--- config.mk ---
export PLATFORM = sky130hd
export DESIGN_NAME = uart_tx_arbiter
export DESIGN_NICKNAME = d
export VERILOG_FILES = /design/src/rtl/uart_tx_arbiter.sv
export SDC_FILE = /design/constraint.sdc
export NUM_CORES = 1
export LEC_CHECK = 0
export BUFFER_PORTS_ARGS = -buffer_cell sky130_fd_sc_hd__clkbuf_2
export CORE_UTILIZATION = 52
export DETAILED_ROUTE_END_ITERATION = 16
export PLACE_DENSITY = 0.76
export SLEW_MARGIN = 20
export SYNTH_ARGS = -nofsm -noshare
export SYNTH_HDL_FRONTEND = slang
export SYNTH_SLANG_ARGS = --single-unit
--- constraint.sdc ---
create_clock -name CLK_i -period 2.3 [get_ports CLK_i]
set_input_delay 0.345 -clock CLK_i [delete_from_list [all_inputs] [get_ports CLK_i]]
set_output_delay 0.345 -clock CLK_i [all_outputs]
set_load 0.02 [all_outputs]
--- src/rtl/uart_tx_arbiter.sv ---
// Two-requester byte arbiter feeding a UART transmitter, with per-frame channel locking.
// Optional frame XOR checksum byte is compiled in when UART_TX_ARB_XOR_CHK_EN is defined.
module uart_tx_arbiter #(
  parameter int unsigned ACK_TIMEOUT = 32'd16
) (
  input  logic            CLK_i,
  input  logic            Reset_i,
  input  logic [1:0]      req_valid_i,
  input  logic [1:0][7:0] req_data_i,
  input  logic [1:0]      req_last_i,
  output logic [1:0]      req_ready_o,
  output logic [7:0]      tx_data_o,
  output logic            tx_data_ready_o,
  input  logic            tx_ready_to_send_i,
  output logic [1:0]      grant_o,
  output logic            busy_o,
  output logic            err_timeout_o
);

`ifdef UART_TX_ARB_XOR_CHK_EN
  typedef enum logic [2:0] {IDLE, STROBE, WAIT_ACK, WAIT_DONE, CHK} state_t;
`else
  typedef enum logic [1:0] {IDLE, STROBE, WAIT_ACK, WAIT_DONE} state_t;
`endif

  // The strobe cycle itself counts toward the timeout, so WAIT_ACK stops one short.
  localparam logic [31:0] ACK_LIMIT = (ACK_TIMEOUT > 32'd0) ? ACK_TIMEOUT - 32'd1 : 32'd0;

  state_t      state;
  logic        lock;
  logic        last_grant;
  logic        frame_last;
  logic [31:0] ack_cnt;
  logic        sel;
  logic        fire;
`ifdef UART_TX_ARB_XOR_CHK_EN
  logic [7:0]  chk_acc;
  logic        chk_phase;
`endif

  // NOTE: every always_comb output gets a default first so no path can infer a latch.
  always_comb begin
    sel = ~last_grant;
    if (lock)
      sel = grant_o[1];
    else if (req_valid_i == 2'b01)
      sel = 1'b0;
    else if (req_valid_i == 2'b10)
      sel = 1'b1;
    req_ready_o = 2'b00;
    if (state == IDLE && tx_ready_to_send_i)
      req_ready_o[sel] = 1'b1;
  end

  assign fire   = |(req_ready_o & req_valid_i);
  assign busy_o = (state != IDLE) || lock;

  // NOTE: sequential state uses non-blocking assignments so every register samples pre-edge values.
  always_ff @(posedge CLK_i or negedge Reset_i) begin
    if (!Reset_i) begin
      state           <= IDLE;
      tx_data_o       <= 8'h00;
      tx_data_ready_o <= 1'b0;
      grant_o         <= 2'b00;
      err_timeout_o   <= 1'b0;
      lock            <= 1'b0;
      last_grant      <= 1'b1;
      frame_last      <= 1'b0;
      ack_cnt         <= 32'd0;
`ifdef UART_TX_ARB_XOR_CHK_EN
      chk_acc         <= 8'h00;
      chk_phase       <= 1'b0;
`endif
    end else begin
      tx_data_ready_o <= 1'b0;
      case (state)
        IDLE: begin
          if (fire) begin
            tx_data_o       <= req_data_i[sel];
            tx_data_ready_o <= 1'b1;
            grant_o         <= sel ? 2'b10 : 2'b01;
            lock            <= 1'b1;
            frame_last      <= req_last_i[sel];
`ifdef UART_TX_ARB_XOR_CHK_EN
            chk_acc         <= chk_acc ^ req_data_i[sel];
`endif
            state           <= STROBE;
          end
        end
        STROBE: begin
          ack_cnt <= 32'd1;
          state   <= WAIT_ACK;
        end
        WAIT_ACK: begin
          if (!tx_ready_to_send_i) begin
            state <= WAIT_DONE;
          end else if (ack_cnt >= ACK_LIMIT) begin
            err_timeout_o <= 1'b1;
            lock          <= 1'b0;
            grant_o       <= 2'b00;
`ifdef UART_TX_ARB_XOR_CHK_EN
            chk_acc       <= 8'h00;
            chk_phase     <= 1'b0;
`endif
            state         <= IDLE;
          end else begin
            ack_cnt <= ack_cnt + 32'd1;
          end
        end
        WAIT_DONE: begin
          if (tx_ready_to_send_i) begin
            if (!frame_last) begin
              state <= IDLE;
`ifdef UART_TX_ARB_XOR_CHK_EN
            end else if (!chk_phase) begin
              state <= CHK;
`endif
            end else begin
              lock       <= 1'b0;
              grant_o    <= 2'b00;
              last_grant <= grant_o[1];
`ifdef UART_TX_ARB_XOR_CHK_EN
              chk_acc    <= 8'h00;
              chk_phase  <= 1'b0;
`endif
              state      <= IDLE;
            end
          end
        end
`ifdef UART_TX_ARB_XOR_CHK_EN
        CHK: begin
          tx_data_o       <= chk_acc;
          tx_data_ready_o <= 1'b1;
          chk_phase       <= 1'b1;
          state           <= STROBE;
        end
`endif
        default: state <= IDLE;
      endcase
    end
  end

endmodule

* After elaboration in Yosys (flattened, before gate mapping)
Cells that the tools add are included.
** Word-level totals
- Bits in registers :: 49
- Word-level logic and storage cells :: 73
- Input bits :: 23
- Output and inout bits :: 15
** Operators by class
- Bitwise logic cells :: 2
- Reductions and logical operators :: 14
- Order comparisons :: 3
- $add $sub $neg :: 1
- Equal/unequal tests :: 12
- Muxes and demuxes :: 32
** Operator list (count)
- $mux 32 :: 2
- $pmux 32 s2 :: 1
- $add 32x1->32 const B :: 1
- $ge 32x4->1 const B :: 1
- $mux 2 :: 10
- $mux 8 :: 2
- $mux 1 :: 13
- $ne 2x2->1 const B :: 6
- $reduce_and 3->1 :: 4
- $pmux 2 s4 :: 1
- $eq 2x2->1 const B :: 3
- $pmux 2 s3 :: 1
- $reduce_and 6->1 :: 1
- $eq 2x1->1 const B :: 2
- $reduce_bool 2->1 :: 2
- $ne 3x3->1 const B :: 1
- $pmux 1 s3 :: 1
- $reduce_bool 3->1 :: 1
- $and 2x2->2 :: 1
- $logic_and 1x1->1 :: 2
- $logic_not 2->1 :: 1
- $lt 1x2->1 const B :: 1
- $reduce_and 2->1 :: 1
- $reduce_or 2->1 :: 1
- 4 further kinds :: 4

* Depth between registers and ports, before layout
- Depth after elaboration :: 13
- Mapped depth :: 8
- Depth with buffers taken out :: 7

* Least setup slack after synthesis
OpenSTA, ideal clock, no wires.
- Path kind :: flip-flop to output port
- Start point :: reg last_grant
- End point :: out req_ready_o[0]
- Buffers on the path :: 1
- Cell stages (with the launch flop) :: 6
- Path slack :: 526 ps
- Arrival :: 1429 ps
- Required time :: 1955 ps
- Cell sequence :: dfstp_2 -> maj3_1 -> o21a_1 -> buf_2 -> inv_1 -> nor2_1
** On the way
- Word-level cells in the longest chain between the ends :: 9
- Elaborated cells between the ends (all ways) :: 10
- Classes of those cells :: 2 x order compare; 6 x mux; 1 x bitwise; 1 x reduce/logical
** Ends and longest elaborated chain
- start, declared :: RTL line 31 : logic last_grant;
- start signal, assigned :: RTL line 121 : last_grant <= grant_o[1];
- $not 1->1 * :: RTL line 43 : sel = ~last_grant;
- $mux 1 * :: RTL line 48 : else if (req_valid_i == 2'b10)
- $mux 1 * :: RTL line 46 : else if (req_valid_i == 2'b01)
- $mux 1 * :: RTL line 44 : if (lock)
- $lt 1x2->1 (implied by the code) or $ge 1x1->1 (tied branches) :: RTL line 52 : req_ready_o[sel] = 1'b1;
- $logic_and 1x1->1 (implied by the code) :: RTL line 52
- $mux 1 (implied by the code) :: RTL line 52
- $demux 1 s1 * :: RTL line 52
- $mux 2 * :: RTL line 51 : if (state == IDLE && tx_ready_to_send_i)
- end, declared :: RTL line 11 : output logic [1:0] req_ready_o,
Mark *: on every way between the ends. The rest lies on a longest branch, timed or not.

* Worst setup path in the final report
- Start point :: reg state[1]
- End point :: out req_ready_o[0]
** On the way
- Word-level cells in the longest chain between the ends :: 3
** Ends and longest elaborated chain
- start, declared :: RTL line 29 : state_t state;
- start signal, assigned :: RTL line 61 : state <= IDLE;
- start signal, assigned :: RTL line 87 : state <= STROBE;
- start signal, assigned :: RTL line 92 : state <= WAIT_ACK;
- $logic_not 2->1 :: RTL line 51
- $logic_and 1x1->1 :: RTL line 51
- $mux 2 :: RTL line 51
Every way passes these cells.

==> results.cfg <==
[clocking]
ctsHoldBuffers = 0
cts-root-buf = clkbuf_8
numCtsBuffers = 5
cts_tree = done
h-tree-depth = 2
cts_buffer_depth = 2
postCtsSetupRepairBufs = 0
clock-sinks = 49
insertion_delay_ns = 0.30
cts_resized = 0
clk_pin_slew_worst_paths_ns = 0.09

[place]
numPortBuffers = 37
hpwl_mm = 2.49
gp_congestion = 0.788

[hold_path]
min-delay-path-class = in2async

[layout]
seq_area_um2 = 1230
antenna_cells = 0
area_growth_syn_to_layout_pct = 15.0
fillers = 305
final_layout_size_suffix_gt1_share_pct = 28.3
multiInputGateArea_um2 = 883
nets = 255

[route]
drt-initial-drc-count = 47
viasPerCell = 5.16
wire_per_inst_um = 13.1
final_antenna_net_count = 0
drtPass1Iterations = 5
num_vias = 1425
drt_wl_total_mm = 3.62
route.detailed.drc = 0

[timing]
setup_viol = 0
relSlewSlack_pct = 60.8
tightestPinTransition_ns = 0.587
min_period_ns = 1.96
fin_setup_tns_ns = 0
fin_skew_ns = 0.00505
fin_hold_ws_ns = 0.113
rsz0062_at_grt = false
slew_viol_final = 0
fmax_mhz = 511
hold_violations = 0
finalCritPeriodShare_pct = 85.1

[power_and_ir_drop]
power_leakage_nw = 1.27
intPower_mw = 1.66
finalPower_mw = 2.71
pwr-share-comb_pct = 40.0
vdd_drop_max_uv = 631
power_density_nw_per_um2 = 1080
seqPwrFrac_pct = 41.9
switching_share_pct = 38.7
power_switching_mw = 1.05
p_clk_share_pct = 18.1

[setup_path]
cpMaxStageDelayCell = dfrtp_1
end_kind = output port
crit_arrival_ns = 1.61
critPathBufInv = 2
path_cells = inv_1 -> ha_1 -> nand2_1 -> nor2_1 -> clkbuf_2
max_stage_delay_ns = 0.43
crit_required_ns = 1.96
cp-start-kind = register
cp_top_family = flip-flops
critPathMaxFanout = 7
path_class = reg2out

[floorplanning]
pin_count = 38
core_area_um2 = 4000
die_area_um2 = 4450
num_rows = 23
start_util_pct = 54.4
die_w_um = 66.7
chipHeight_um = 66.7

[global_routing]
grt_max_degree = 50
grt_overflow = 0
grt_use_total_pct = 19.3
grt_pass1_vias = 1372
grt_first_pass_wirelength_mm = 6.18
antenna_found_initial = 0

[logic_synthesis]
yosys_warnings = 0
synthXorXnorAreaFrac_pct = 0.805
synth_common_cells = dfrtp_1, and2_1, nor2_1, a21oi_1, mux2i_1
yosysMostFrequentCell = dfrtp_1
syn-num-nets = 214
synth_top_area_share_pct = 55.2
synth_top_family_by_area = simple AND/OR/NAND/NOR gates
yosys.area_share.simple_pct = 21.3
ys_seq_area_share_pct = 56.4
synth_compound_gate_area_share_pct = 8.05
synthAdderAreaFrac_pct = 3.91
synthTopCellsByArea = dfrtp_1, and2_1, mux2i_1, nor4_2, ha_1
ys_async_sr_fraction_pct = 100
synth_ff_type = dfrtp_1
synth_cell_types = 37
muxShareOfSynthArea_pct = 6.55
synth_top_area_cell = dfrtp_1
synthCells = 185
syn_area_um2 = 2180
synth_seq_cells = 49
avgSynthCellArea_um2 = 11.8
synth_edf_count = 0

[flow_run]
drv_cap = 0

[outcome]
status = complete, no violations
## sequential cells by signal (all words and copies together), names as in the netlist
name and cells:
grant_o 2, frame_last 1, tx_data_ready_o 1, tx_data_o 8, lock 1, err_timeout_o 1
ack_cnt 32, last_grant 1, state 2
## placed cells by master (no fill, tap or decap), types with 2 or more instances in the layout
cell and n:
nand2_1 10, nor4_1 2, dfrtp_1 48, mux2i_1 12, buf_4 4, nand3_1 4, nor2_1 14, a21o_1 2
a21oi_1 13, ha_1 6, clkbuf_8 5, and2_1 27, nor4_2 7, clkbuf_2 37, nand4_2 2, xnor2_1 2
inv_1 8, a22o_1 2
## power by group through the flow
| stage | sequential (mW) | combinational [mW] | clock [mW] |
|---|---|---|---|
| final | 1.14 | 1.08 | 0.491 |
| after global routing | 1.16 | 1.21 | 0.542 |
| after CTS | 1.14 | 1.09 | 0.508 |
| after detailed placement | 1.15 | 1.09 | 0 |
| after global placement | 1.15 | 1.07 | 0 |
| after floorplan | 1.24 | 0.695 | 0 |
## final timing paths
check / startpoint / to / slack, ns / cells past startpoint
worst min register to register: ack_cnt[9] / ack_cnt[9] / 0.49 / 1
worst min-delay path: Reset_i / ack_cnt[31] / 0.11 / 2
worst max-delay path: state[1] / req_ready_o[0] / 0.34 / 5
worst max register to register: state[1] / grant_o[1] / 0.37 / 7
max in group asynchronous: Reset_i / state[1] / 1.78 / 2
min in group CLK_i: req_data_i[12] / tx_data_o[4] / 0.33 / 3
## worst reg2reg max path: stages (launching register included)
cell and delay, ns:
dfrtp_1 0.41, inv_1 0.13, ha_1 0.27, nor3b_1 0.16, a31oi_1 0.23, o2111ai_1 0.17, nor3_1 0.31, a22o_1 0.20
## per-layer routing
metal  up-vias  part of all wire [%]  global-route usage, %
li1        709                     -                      -
met1       664                    47                   23.9
met2        45                    46                   30.1
met3         7                   5.2                   6.68
met4         0                   1.9                   8.78
met5         -                     0                      0
## stage by stage
step	worst slack [ns]	util [%]	cells	area, um^2
5_1_grt	0.202	62.6	276	2500
6_report	0.343	62.6	276	2500
3_5_place_dp	0.402	60.5	269	2420
3_3_place_gp	0.472	60.5	269	2420
2_1_floorplan	0.526	-	185	2180
4_1_cts	0.325	62.6	276	2500
## cell families (layout without fill, tap and decap cells)
logic type / after synthesis / in the layout
AND/OR/NAND/NOR: 72 / 72
flip-flops: 49 / 49
AO/OA/AOI/OAI: 26 / 26
buffers and inverters: 15 / 56
multiplexers: 14 / 14
adder cells (fa/ha/maj): 7 / 7
XOR/XNOR: 2 / 2
## layout make-up
type / count / share of cell area, %
clock buffers: 5 / 2.75
inverters: 8 / 1.20
multi-input cells: 121 / 35.3
well taps: 50 / 2.50
clock inverters: 2 / 0.650
flip-flops and latches: 49 / 49.0
repair buffers: 41 / 8.60
No activity file was read; power rests on OpenSTA's default activity.
